$ cat src/rtl/partial_sum_serializer_if.sv
// rtl/partial_sum_serializer_if.sv - column wave in, serialized partial-sum stream out
interface partial_sum_serializer_if #(
  parameter int NUM_COLS = 16,
  parameter int AW       = 28,
  parameter int DW       = 16
);
  logic [NUM_COLS*AW-1:0] col_data_flat;
  logic [NUM_COLS-1:0]    col_valid;
  logic                   in_ready;
  logic                   clear;
  logic [DW-1:0]          partial_out;
  logic [3:0]             col_id;
  logic                   partial_valid;
  logic                   wave_done;
  logic                   overflow;
  logic                   sat_hit;

  modport master (
    output col_data_flat, col_valid, clear,
    input  in_ready, partial_out, col_id, partial_valid, wave_done, overflow, sat_hit
  );

  modport slave (
    input  col_data_flat, col_valid, clear,
    output in_ready, partial_out, col_id, partial_valid, wave_done, overflow, sat_hit
  );
endinterface

$ cat src/rtl/partial_sum_serializer.sv
// rtl/partial_sum_serializer.sv - captures a wave of column sums, emits them rescaled in column order
// Optional saturating narrow selected by PARTIAL_SAT_EN (default: wrap).
module partial_sum_serializer #(
  parameter int NUM_COLS = 16,
  parameter int AW       = 28,
  parameter int DW       = 16,
  parameter int SHIFT    = 8
) (
  input  logic                     clk,
  input  logic                     rst_n,
  partial_sum_serializer_if.slave  bus
);
  logic [NUM_COLS-1:0]   pending_q, pending_d;
  logic signed [AW-1:0]  hold_q [NUM_COLS];
  logic signed [AW-1:0]  hold_d [NUM_COLS];
  logic [DW-1:0]         partial_out_q, partial_out_d;
  logic [3:0]            col_id_q, col_id_d;
  logic                  partial_valid_q, partial_valid_d;
  logic                  wave_done_q, wave_done_d;
  logic                  overflow_q, overflow_d;
  logic                  sat_hit_q, sat_hit_d;

  logic                  in_ready;
  logic                  wave_in;
  logic [NUM_COLS-1:0]   sel_onehot;
  logic [3:0]            sel_idx;
  logic signed [AW-1:0]  sel_t;
  logic [DW-1:0]         narrow_val;
  logic                  narrow_sat;

  assign in_ready   = (pending_q == '0);
  assign wave_in    = (bus.col_valid != '0);
  assign sel_onehot = pending_q & (~pending_q + NUM_COLS'(1));

  always_comb begin
    sel_idx = 4'd0;
    for (int c = NUM_COLS - 1; c >= 0; c--) begin
      if (pending_q[c]) sel_idx = 4'(c);
    end
  end

  assign sel_t = hold_q[sel_idx] >>> SHIFT;

`ifdef PARTIAL_SAT_EN
  // Fits in DW bits only when every bit above the DW sign bit matches the sign.
  logic t_fits;
  assign t_fits     = (sel_t[AW-1:DW-1] == {(AW-DW+1){sel_t[AW-1]}});
  assign narrow_val = t_fits ? sel_t[DW-1:0]
                    : (sel_t[AW-1] ? {1'b1, {(DW-1){1'b0}}} : {1'b0, {(DW-1){1'b1}}});
  assign narrow_sat = !t_fits;
`else
  logic unused_t_hi;
  assign unused_t_hi = ^sel_t[AW-1:DW];
  assign narrow_val  = sel_t[DW-1:0];
  assign narrow_sat  = 1'b0;
`endif

  always_comb begin
    pending_d       = pending_q;
    hold_d          = hold_q;
    partial_out_d   = partial_out_q;
    col_id_d        = col_id_q;
    partial_valid_d = 1'b0;
    wave_done_d     = 1'b0;
    overflow_d      = overflow_q;
    sat_hit_d       = sat_hit_q;
    if (bus.clear) begin
      pending_d  = '0;
      overflow_d = 1'b0;
      sat_hit_d  = 1'b0;
    end else begin
      if (!in_ready) begin
        pending_d       = pending_q & ~sel_onehot;
        partial_out_d   = narrow_val;
        col_id_d        = sel_idx;
        partial_valid_d = 1'b1;
        wave_done_d     = (pending_q == sel_onehot);
        if (narrow_sat) sat_hit_d = 1'b1;
      end
      // A capture can only coincide with an idle pending vector, so it never races the emit.
      if (wave_in) begin
        if (in_ready) begin
          pending_d = bus.col_valid;
          for (int c = 0; c < NUM_COLS; c++) begin
            if (bus.col_valid[c]) hold_d[c] = bus.col_data_flat[c*AW +: AW];
          end
        end else begin
          overflow_d = 1'b1;
        end
      end
    end
  end

  always_ff @(posedge clk or negedge rst_n) begin
    if (!rst_n) begin
      pending_q       <= '0;
      hold_q          <= '{default: '0};
      partial_out_q   <= '0;
      col_id_q        <= 4'd0;
      partial_valid_q <= 1'b0;
      wave_done_q     <= 1'b0;
      overflow_q      <= 1'b0;
      sat_hit_q       <= 1'b0;
    end else begin
      pending_q       <= pending_d;
      hold_q          <= hold_d;
      partial_out_q   <= partial_out_d;
      col_id_q        <= col_id_d;
      partial_valid_q <= partial_valid_d;
      wave_done_q     <= wave_done_d;
      overflow_q      <= overflow_d;
      sat_hit_q       <= sat_hit_d;
    end
  end

  assign bus.in_ready      = in_ready;
  assign bus.partial_out   = partial_out_q;
  assign bus.col_id        = col_id_q;
  assign bus.partial_valid = partial_valid_q;
  assign bus.wave_done     = wave_done_q;
  assign bus.overflow      = overflow_q;
  assign bus.sat_hit       = sat_hit_q;
endmodule

$ cat src/flat_wrapper.sv
// flat-port wrapper written by rule: the top's interface ports become plain ports
module partial_sum_serializer_flat 
#(
  parameter int NUM_COLS = 16,
  parameter int AW       = 28,
  parameter int DW       = 16,
  parameter int SHIFT    = 8
)
  (clk, rst_n, bus_col_data_flat, bus_col_valid, bus_clear, bus_in_ready, bus_partial_out, bus_col_id, bus_partial_valid, bus_wave_done, bus_overflow, bus_sat_hit);
  partial_sum_serializer_if #(.NUM_COLS(NUM_COLS), .AW(AW), .DW(DW)) bus_i ();
  input  logic clk;
  input  logic rst_n;
  input wire logic [$bits(bus_i.col_data_flat)-1:0] bus_col_data_flat;
  input wire logic [$bits(bus_i.col_valid)-1:0] bus_col_valid;
  input wire logic [$bits(bus_i.clear)-1:0] bus_clear;
  output wire logic [$bits(bus_i.in_ready)-1:0] bus_in_ready;
  output wire logic [$bits(bus_i.partial_out)-1:0] bus_partial_out;
  output wire logic [$bits(bus_i.col_id)-1:0] bus_col_id;
  output wire logic [$bits(bus_i.partial_valid)-1:0] bus_partial_valid;
  output wire logic [$bits(bus_i.wave_done)-1:0] bus_wave_done;
  output wire logic [$bits(bus_i.overflow)-1:0] bus_overflow;
  output wire logic [$bits(bus_i.sat_hit)-1:0] bus_sat_hit;
  assign bus_i.col_data_flat = bus_col_data_flat;
  assign bus_i.col_valid = bus_col_valid;
  assign bus_i.clear = bus_clear;
  assign bus_in_ready = bus_i.in_ready;
  assign bus_partial_out = bus_i.partial_out;
  assign bus_col_id = bus_i.col_id;
  assign bus_partial_valid = bus_i.partial_valid;
  assign bus_wave_done = bus_i.wave_done;
  assign bus_overflow = bus_i.overflow;
  assign bus_sat_hit = bus_i.sat_hit;
  partial_sum_serializer #(.NUM_COLS(NUM_COLS), .AW(AW), .DW(DW), .SHIFT(SHIFT)) u_core (.clk(clk), .rst_n(rst_n), .bus(bus_i));
endmodule
$ cat config.mk
export PLATFORM = sky130hd
export DESIGN_NAME = partial_sum_serializer_flat
export DESIGN_NICKNAME = d
export VERILOG_FILES = /design/src/rtl/partial_sum_serializer_if.sv /design/src/rtl/partial_sum_serializer.sv /design/src/flat_wrapper.sv
export SDC_FILE = /design/constraint.sdc
export NUM_CORES = 1
export LEC_CHECK = 0
export CAP_MARGIN = 20
export CORE_ASPECT_RATIO = 0.6
export CORE_UTILIZATION = 43
export CTS_CLUSTER_DIAMETER = 80
export DETAILED_ROUTE_END_ITERATION = 6
export PLACE_DENSITY = 0.76
export SYNTH_ARGS = -nofsm -noshare
export SYNTH_HDL_FRONTEND = slang
export SYNTH_SLANG_ARGS = --single-unit
$ cat constraint.sdc
create_clock -name clk -period 2.8 [get_ports clk]
set_input_delay 0.56 -clock clk [delete_from_list [all_inputs] [get_ports clk]]
set_output_delay 0.56 -clock clk [all_outputs]
set_load 0.01 [all_outputs]
Word-level counts from Yosys, hierarchy flattened
Cells that the tools add are included.
{"block": "word_totals", "regBits": 487, "out_inout_bits": 25, "elab_cells": 84}
{"block": "classes", "n_addsub": 1, "n_lt_le_gt_ge": 1, "eq_ne": 2, "n_mux": 30, "bitwise": 7, "reduce_logical": 21}
{"cell": "$bmux W28 S4", "n": 1}
{"cell": "$mux W16", "n": 4}
{"cell": "$mux W4", "n": 16}
{"cell": "$reduce_and A4 Y1", "n": 16}
{"cell": "$mux W24", "n": 2}
{"cell": "$and A16 B16 Y16", "n": 2}
{"cell": "$not A16 Y16", "n": 2}
{"cell": "$add A16 B1 Y16 const B", "n": 1}
{"cell": "$eq A16 B16 Y1", "n": 1}
{"cell": "$logic_not A16 Y1", "n": 1}
{"cell": "$reduce_bool A16 Y1", "n": 1}
{"cell": "$mux W1", "n": 7}
{"cell": "$ge A5 B5 Y1 const B", "n": 1}
{"cell": "$not A4 Y5", "n": 1}
{"cell": "$reduce_and A2 Y1", "n": 2}
{"cell": "$ne A2 B2 Y1 const B", "n": 1}
{"cell": "$not A1 Y1", "n": 2}
{"cell": "$reduce_bool A2 Y1", "n": 1}

Longest topological paths before layout
Gate-level depths: netlist of run 1.
{"block": "depth", "word_depth": 20, "ltp_mapped": 11, "depth_no_buf": 8}

Least setup slack after synthesis of run 1
Ideal clock, no wire load.
{"block": "synth_timing", "kind": "reg2reg", "from": "reg u_core.pending_q[0]", "to": "reg u_core.hold_q[127] in the netlist's numbering", "t_arrival_ns": 2.204, "required_time_ns": 2.675, "setup_slack_ns": 0.471, "stages_incl_launch_ff": 10, "path_buffers": 3, "cell_sequence": "dfrtp_1 -> nor4_2 -> nand3_2 -> nor2_4 -> and3_4 -> buf_12 -> buf_12 -> nand2_8 -> buf_6 -> mux2_4"}
{"block": "synth_via", "elab_chain_cells": 2}
{"item": "start, declared", "line": "partial_sum_serializer.sv:13", "rtl": "logic [NUM_COLS-1:0] pending_q, pending_d;"}
{"item": "start signal, assigned", "line": "partial_sum_serializer.sv:105", "rtl": "pending_q <= pending_d;"}
{"item": "$logic_not A16 Y1", "line": "partial_sum_serializer.sv:31", "rtl": "assign in_ready = (pending_q == '0);"}
{"item": "via bus_in_ready", "line": "flat_wrapper.sv:16", "rtl": "output wire logic [$bits(bus_i.in_ready)-1:0] bus_in_ready;"}
{"item": "$reduce_and A4 Y1 (no source line)"}
{"item": "end signal, assigned", "line": "partial_sum_serializer.sv:106", "rtl": "hold_q <= hold_d;"}
{"item": "end, declared", "line": "partial_sum_serializer.sv:14", "rtl": "logic signed [AW-1:0] hold_q [NUM_COLS];"}
The timed path passes the listed nets, and every way through them passes these cells.
A chain may end at the register's enable or synchronous reset.

Worst setup path after layout of run 1
{"block": "layout_timing", "from": "reg u_core.pending_q[0]", "to": "reg u_core.partial_out_q[14] (netlist: u_core.bus.partial_out[14])"}
{"block": "layout_via", "elab_chain_cells": 5, "word_cells_on_any_way": 8, "cone_classes": "mux (4); bitwise (2); reduce/logical (2)"}
{"item": "$mux W4", "line": "partial_sum_serializer.sv:38", "rtl": "if (pending_q[c]) sel_idx = 4'(c);"}
{"item": "$not A4 Y5 (implied by the code)", "line": "partial_sum_serializer.sv:42", "rtl": "assign sel_t = hold_q[sel_idx] >>> SHIFT;"}
{"item": "$bmux W28 S4", "line": "partial_sum_serializer.sv:42"}
{"item": "$mux W24 (implied by the code) (2 in a row)", "line": "partial_sum_serializer.sv:42"}
{"item": "end signal, assigned", "line": "partial_sum_serializer.sv:107", "rtl": "partial_out_q <= partial_out_d;"}
{"item": "end, declared", "line": "partial_sum_serializer.sv:16", "rtl": "logic [DW-1:0] partial_out_q, partial_out_d;"}
Several ways; a longest one is shown, not always the timed one. The select of a mux whose other input is x is not followed.

==> results of run 1 <==
-- registers in the layout (all words and copies together) (netlist names) --
| signal | count |
|---|---|
| u_core.hold_q | 256 |
| u_core.bus.partial_out | 16 |
| u_core.pending_q | 16 |
| u_core.bus.col_id | 4 |
| u_core.bus.overflow | 1 |
| u_core.bus.partial_valid | 1 |
| u_core.bus.wave_done | 1 |
-- stage by stage --
| stage | area [um2] | hold WS [ps] | setup TNS, ps | util | worst slack [ps] |
|---|---|---|---|---|---|
| 3_3_place_gp | 18300 | 474 | -30930 | 0.563 | -207 |
| 4_1_cts | 19300 | 498 | 0 | 0.593 | 26.2 |
| 6_report | 19500 | 494 | 0 | 0.598 | 57.9 |
| 5_1_grt | 19500 | 506 | -33.3 | 0.598 | -20.1 |
| 3_5_place_dp | 18300 | 483 | -32070 | 0.563 | -221 |
| 2_1_floorplan | 14300 | 264 | 0 | - | 471 |
-- worst max path at each step --
stage               slack [ps]                          to  cells past startpoint           startpoint
finish                      60  u_core.bus.partial_out[14]                      9  u_core.pending_q[0]
global placement          -210        u_core.bus.wave_done                      8    bus_col_valid[12]
detailed placement        -220          u_core.hold_q[124]                      8     bus_col_valid[3]
CTS                         30  u_core.bus.partial_out[14]                      9  u_core.pending_q[0]
global route               -20  u_core.bus.partial_out[14]                      9  u_core.pending_q[0]
floorplan                  470          u_core.hold_q[127]                      9  u_core.pending_q[0]
-- synth_stat cells, drive strengths merged, types with 2 or more instances --
cell and instances:
inv 5, a31o 10, dfrtp 295, o21bai 2, o211ai 16, nand2b 3
a211oi 48, clkbuf 28, or4 10, o2111ai 4, maj3 2, buf 45
a221oi 2, nand2 72, nand3 31, o22ai 2, or2 2, a21oi 28
o31ai 6, nor3 4, a31oi 6, a22o 8, a32o 2, nor4 8
a21boi 4, nor2 22, and3 74, mux2 260, mux2i 16, a211o 32
o21ai 34, nand4b 4, a2111o 4
-- worst min-delay path, delay by kind of cell, from the launching register on --
| family | cells | cell delay [ps] |
|---|---|---|
| AND/OR/NAND/NOR | 1 | 60 |
| flip-flops | 1 | 350 |
| AO/OA/AOI/OAI | 1 | 50 |
-- metal layers --
metal	part of all wire	vias to the layer above	wire length [um]
met4	0.028	2	1320
met2	0.43	482	20500
met5	0.00027	-	13
li1	-	4841	-
met1	0.46	5656	22000
met3	0.082	84	3940
-- cell families after synthesis --
group,count (synthesis),share of synthesized area
other cells,1,0.000262
xor+xnor,1,0.000612
flops,295,0.516
fa+ha+maj,2,0.00140
buf+inv,79,0.0336
mux,276,0.236
simple gates,234,0.0988
compound gates,214,0.114
-- timing repair --
item	in CTS	in global routing
resized for setup	3	16
setup buffers	4	3
cloned	0	2
hold buffers	1	0
endpoints found under the setup margin	12	17
pin swaps	1	2
hold endpoints to repair	59	0
-- area by class of cell --
| cell class | instances | area, um2 |
|---|---|---|
| Tap cell | 450 | 563 |
| Clock inverter | 6 | 47.5 |
| Sequential cell | 295 | 7390 |
| Clock buffer | 45 | 886 |
| Timing Repair Buffer | 400 | 4050 |
| Antenna cell | 5 | 12.5 |
| Multi-Input combinational cell | 729 | 6530 |
| Inverter | 6 | 22.5 |
| Fill cell | 2589 | 13100 |
==> results.md, run 1 <==
Critical path:
- On the critical path, the stage with the largest delay is an instance of sky130_fd_sc_hd__a2111o_1.
- The worst register-to-register path begins at u_core.pending_q[0].
- The endpoint of the lowest-slack register-to-register path is u_core.bus.partial_out[14].
- Of all nets on the critical path, the largest fanout is 12.
- Measured in cells, the most critical reg-to-reg path has a length of 9.
- Walking the worst path, the cells encountered are or3_4 -> a221oi_4 -> o41ai_4 -> nand2_2 -> buf_12 -> a211oi_2 -> buf_4 -> a2111o_1 -> o211ai_2.
- The total buffers and inverters traversed by the critical path is 2.
- Data on the critical path is required at its endpoint by 3310 ps.
- In this run the register-to-register setup slack is 60 ps.
- The category of the critical setup timing path is register to register.
- The delay of the slowest cell on the worst path is 460 ps.
- The kind of cell adding the most delay to the critical path is compound AO/OA/AOI/OAI gates.
- The critical path endpoint category is a register.
- The data arrival at the endpoint of the critical path is 3250 ps.
- The critical path startpoint category is a register.

Clock network:
- CTS built an H-tree with a depth of 1.
- At the later pin of the worst-skew pair, clock insertion delay measures 590 ps.
- The clock sink count is 295.
- TritonCTS built the clock tree.
- The clock transition at the registers of the reported paths is 70 ps.
- The cell sitting at the root of the clock tree is a sky130_fd_sc_hd__clkbuf_16.
- Counting along the longest clock path gives a buffer depth of 3.
- In this run, CTS created clock tree buffers numbering 29.

STA:
- Setup repair after global routing could not meet its margin everywhere.
- In this run the tightest slew margin relative to its limit is 0.539.
- The clock skew after layout is 18.2 ps.
- The highest clock frequency the design can meet is 365 MHz.
- The hold violation count in the final report is 0.
- Setup violations remaining at the end of the flow were counted as 0.
- The transition time at the pin with the least slew margin is 692 ps.
- The final max-slew violation count is 0.
- Of the available clock period, the critical path in the final layout requires 0.979.
- The minimum clock period is 2740 ps.

Logic synthesis:
- The cell type with the largest total area after synthesis is sky130_fd_sc_hd__dfrtp_1.
- Synthesis instantiated 66 different standard cells from the library.
- The post-synthesis net count is 1569.
- The number of enable flip-flop cells after synthesis is 0.
- The Yosys warning count is 0.
- Counting every instance in the synthesized netlist gives 1102.
- The mean instance size in the synthesized netlist is 13.0 um2.
- The fraction of synthesized cell area taken by the top area cell type is 0.516.
- The share of the Yosys chip area taken by registers is 0.516.
- The post-synthesis cell area is 14300 um2.
- The prevailing post-synth register cell is sky130_fd_sc_hd__dfrtp_1.
- In this run, synthesis produced a sequential element count of 295.
- The share of synthesized flip-flops with an asynchronous set or reset is 1.00.
- By area the synthesized netlist is led by sky130_fd_sc_hd__dfrtp_1 52%, sky130_fd_sc_hd__mux2_2 14%, sky130_fd_sc_hd__mux2_4 8.0%, sky130_fd_sc_hd__and3_1 3.2%, sky130_fd_sc_hd__a211oi_1 2.5%.

Global route:
- The initial antenna violation count came to 7.
- The first global-routing pass estimated 69800 um of wire.
- In this run the most used layer during global routing was met2.
- The number of global-route vias before repair came to 11100.
- The aggregate global-route resource usage is 0.278.
- Global routing finished with a remaining overflow of 0.
- The global-route met3 utilization is 0.0706.
- The global-route track usage on met1 is 0.406.
- Entering global routing, the biggest net connects 65 pins.
- In the global route stage, met2 resource usage came out at 0.406.

Job:
- The number of maximum-capacitance constraint violations is 0.

Place:
- Routability-driven placement finished with a final weighted congestion of 0.922.
- The total half-perimeter wirelength after legalization and detailed placement is 34900 um.
- The count of buffers from port buffering is 298.
- After detailed placement, the design holds a cell count of 1870.

Hold path:
- The end point of the worst hold path is u_core.bus.partial_out[13].
- The worst hold path passes through 2 cells.
- The hold path startpoint is u_core.bus.partial_out[13].
- The min-delay analysis places its worst path in the category register to register.

Detailed routing:
- Summing over every cut layer, the via total after detailed routing is 11100.
- The iteration-0 DRC count of the detailed router is 1044.
- After detailed routing, the number of remaining DRC violations is 0.
- The average wire per standard cell is 24.7 um.
- The remaining antenna violation count after routing is 0.
- For this run, the detailed router's first-pass iteration total came to 6.
- The overall routed net length is 47800 um.
- Using the TritonRoute via totals, the vias-per-cell ratio works out to 5.72.

Finish:
- For this run, the number of standard cells in the final layout without fillers is 1936.
- The fraction of layout cells with a size suffix above 1 is 0.310.
- The growth of design area from synthesis to finish is 36.3%.
- In the layout the commonest cells are 296 x sky130_fd_sc_hd__clkdlybuf4s50_1, 292 x sky130_fd_sc_hd__dfrtp_1, 184 x sky130_fd_sc_hd__mux2_2.
- The final layout contains 1928 nets.
- The most frequent standard cell in the layout excluding fill and tap cells is sky130_fd_sc_hd__clkdlybuf4s50_1.

Status:
- The run finished with clean final reports.

Floorplan:
- Measured along the y axis, the die boundary spans 143 um.
- The standard cell core area is 32600 um2.
- The I/O pin count is 492.
- The number of placement rows is 51.
- In this run the horizontal extent of the chip is 237 um.
- The floorplan step defined a die boundary enclosing 34000 um2.
- The starting density of the core is 0.439.
Power of run 1 is left out: the tool's default activity adds up to more than one toggle a clock period on the data nets, which glitch-free logic cannot reach.
==> inputs of run 2 (changes only) <==
CELL_PAD_IN_SITES_DETAIL_PLACEMENT = 1   (was not set)
CELL_PAD_IN_SITES_GLOBAL_PLACEMENT = 1   (was not set)
CORE_UTILIZATION = 36   (was 43)
PLACE_DENSITY = 0.81   (was 0.76)
==> results.md, run 2 (synthesis results as in run 1) <==
STA:
- The headroom to the max-slew limit is 0.492 (-0.0463).
- Setup repair after global routing could not meet its margin everywhere.
- The highest clock frequency the design can meet is 362 MHz (-0.79%).
- The clock skew after layout was 13.3 ps (-4.89 ps).
- The final worst-path cycle share is 0.987 (+0.00781).
- The transition time at the pin with the least slew margin came to 760 ps (+67.6 ps).
- The total of endpoints with negative setup slack in the final report is 0 (unchanged).
- The final max-slew violation count is 0 (unchanged).
- The worst hold-check slack is 433 ps (-60.4 ps).
- The hold violation count in the final report is 0 (unchanged).
- The minimum clock period was 2760 ps (+21.9 ps).

Critical path:
- The critical path in this run is classified as register to register.
- Tracing the worst setup path back leads to its startpoint at u_core.pending_q[11].
- The data required time of the worst path was 3300 ps (about the same).
- The highest net fanout along the worst path was 13 (+1).
- The critical path endpoint category is a register.
- The data arrival at the endpoint of the critical path is 3260 ps (about the same).
- The launching point of the worst reg2reg path is u_core.pending_q[11].
- The slack of the worst reg-to-reg path was 40 ps (-20 ps).
- The worst setup path is launched from a register.

Clock network:
- The TritonCTS buffer count is 31 (+6.9%).
- The clock sink count is 295 (unchanged).
- The clock latency on the worst-skew pair is 590 ps (about the same).
- The maximum clock path buffer count is 3 (unchanged).
- The clock transition at the registers of the reported paths came to 70 ps (about the same).
- The library cell used as clock root buffer is sky130_fd_sc_hd__clkbuf_16.
- The CTS tree is done.
- The number of H-tree levels came to 1 (unchanged).

Floorplan:
- The I/O pin count is 492 (unchanged).
- The die height is 156 um (+9.2%).
- The number of placement rows was 56 (+9.8%).
- The overall die area is 40600 um2 (+19%).
- The standard cell core area is 39100 um2 (+20%).
- The starting density of the core is 0.366 (-0.0728).
- The chip width is 259 um (+9.2%).

Finish:
- In the layout the commonest cells are 296 x sky130_fd_sc_hd__clkdlybuf4s50_1, 288 x sky130_fd_sc_hd__dfrtp_1, 184 x sky130_fd_sc_hd__mux2_2.
- The final layout net count was 1952 (+1.2%).
- The number of flip-flops under the largest register name came to 256 (unchanged).
- The fraction of layout cells with a size suffix above 1 is 0.337 (+0.0274).
- The library cell used most frequently in the layout, excluding fill and tap cells, is sky130_fd_sc_hd__clkdlybuf4s50_1.
- The register with the most flip-flops in the final layout is u_core.hold_q.
- The growth of design area from synthesis to finish is 39.9%.

Global route:
- The global route total overflow is 0 (unchanged).
- The maximum number of pins on one net before global-route repair is 97 (+49%).
- The global-route wire length before repair is 78900 um (+13%).
- The initial antenna violation count was 4 (-3).
- The number of global-route vias before repair was 12000 (+8.1%).
- The aggregate global-route resource usage is 0.263 (-0.0149).

Detailed routing:
- The iteration-0 DRC count of the detailed router was 856 (-18%).
- The number of iterations in the first detailed-routing pass is 5 (-1).
- The average wire per standard cell is 27.3 um (+11%).
- The post-detailed-route DRC marker count is 0 (unchanged).
- The overall routed net length is 55500 um (+16%).
- The remaining antenna violation count after routing was 0 (unchanged).
- The mean number of vias per cell is 5.53 (-3.2%).
- The via count is 11300 (+1.7%).

Job:
- The number of maximum-capacitance constraint violations is 0 (unchanged).

Place:
- The total half-perimeter wirelength after legalization and detailed placement is 39200 um (+12%).
- The count of buffers from port buffering came to 298 (unchanged).
- The final weighted congestion in routability-driven placement is 0.923 (about the same).

Hold path:
- The worst min-delay path category is input port to async pin.

Status:
- The flow ran to the end, and the final reports show no timing, DRC or antenna violations.
==> run 2: changes by cell type in the layout (fill, tap and decap cells not counted), sizes merged <==
cell           previous run  this run
buf                     101       119
bufinv                    0         3
clkdlybuf4s15             0         1
clkinv                    5        12
clkinvlp                  1         0
diode                     5         4
dlygate4sd2               1         0
inv                       6         7
==> run 2: per-stage QoR <==
stage / TNS (ps) / utilization / setup slack [ps] / std cells / cell area, um2
floorplan: 0 / - / 471 / 1102 / 14300
global placement: -31150 / 0.473 / -174 / 1951 / 18500
detailed placement: -23950 / 0.473 / -212 / 1951 / 18500
CTS: 0 / 0.501 / 29.8 / 2009 / 19600
global route: -269 / 0.512 / -44.6 / 2034 / 20000
finish: 0 / 0.512 / 36.0 / 2035 / 20000
==> run 2: worst paths after layout <==
path	end	cells past startpoint
max reg2reg	u_core.bus.partial_out[1]	10
max	u_core.bus.partial_out[1]	10
min in group clk	u_core.bus.partial_out[13]	2
min reg2reg	u_core.bus.partial_out[13]	2
min	u_core.pending_q[3]	2
max in group asynchronous	u_core.hold_q[240]	3
==> run 2: repair_timing <==
item                                    CTS  global route
buffers inserted                          0            15
hold buffers                              1             0
resized for setup                         7            45
gates cloned                              0             7
pin swaps                                 0            13
endpoints found under the setup margin    8            18
endpoints found under the hold margin    25             0
==> run 2: metal layers <==
layer	global-route usage	part of all wire	vias to the layer above
li1	-	-	4894
met1	0.373	0.46	5882
met2	0.409	0.45	397
met3	0.0507	0.064	82
met4	0.0742	0.027	0
met5	0	0	-
==> run 2: critical path: stages, from the launching register on <==
cell and delay [ps]:
sky130_fd_sc_hd__dfrtp_2 470, sky130_fd_sc_hd__nor2_2 180, sky130_fd_sc_hd__a221oi_4 110, sky130_fd_sc_hd__o41ai_4 430
sky130_fd_sc_hd__clkbuf_16 270, sky130_fd_sc_hd__buf_4 220, sky130_fd_sc_hd__nand3_1 180, sky130_fd_sc_hd__a31oi_2 320
sky130_fd_sc_hd__o2111ai_1 180, sky130_fd_sc_hd__buf_4 190, sky130_fd_sc_hd__o211ai_1 110
==> run 2: area by class of cell <==
type | count | area, um2
antenna | 4 | 10.0
clock buffer | 41 | 853
clock inverter | 16 | 176
fill | 3974 | 19100
inverter | 6 | 22.5
multi-input combinational | 729 | 6640
sequential | 295 | 7390
tap | 522 | 653
timing repair buffer | 422 | 4280
Power of run 2 is left out for the same reason.
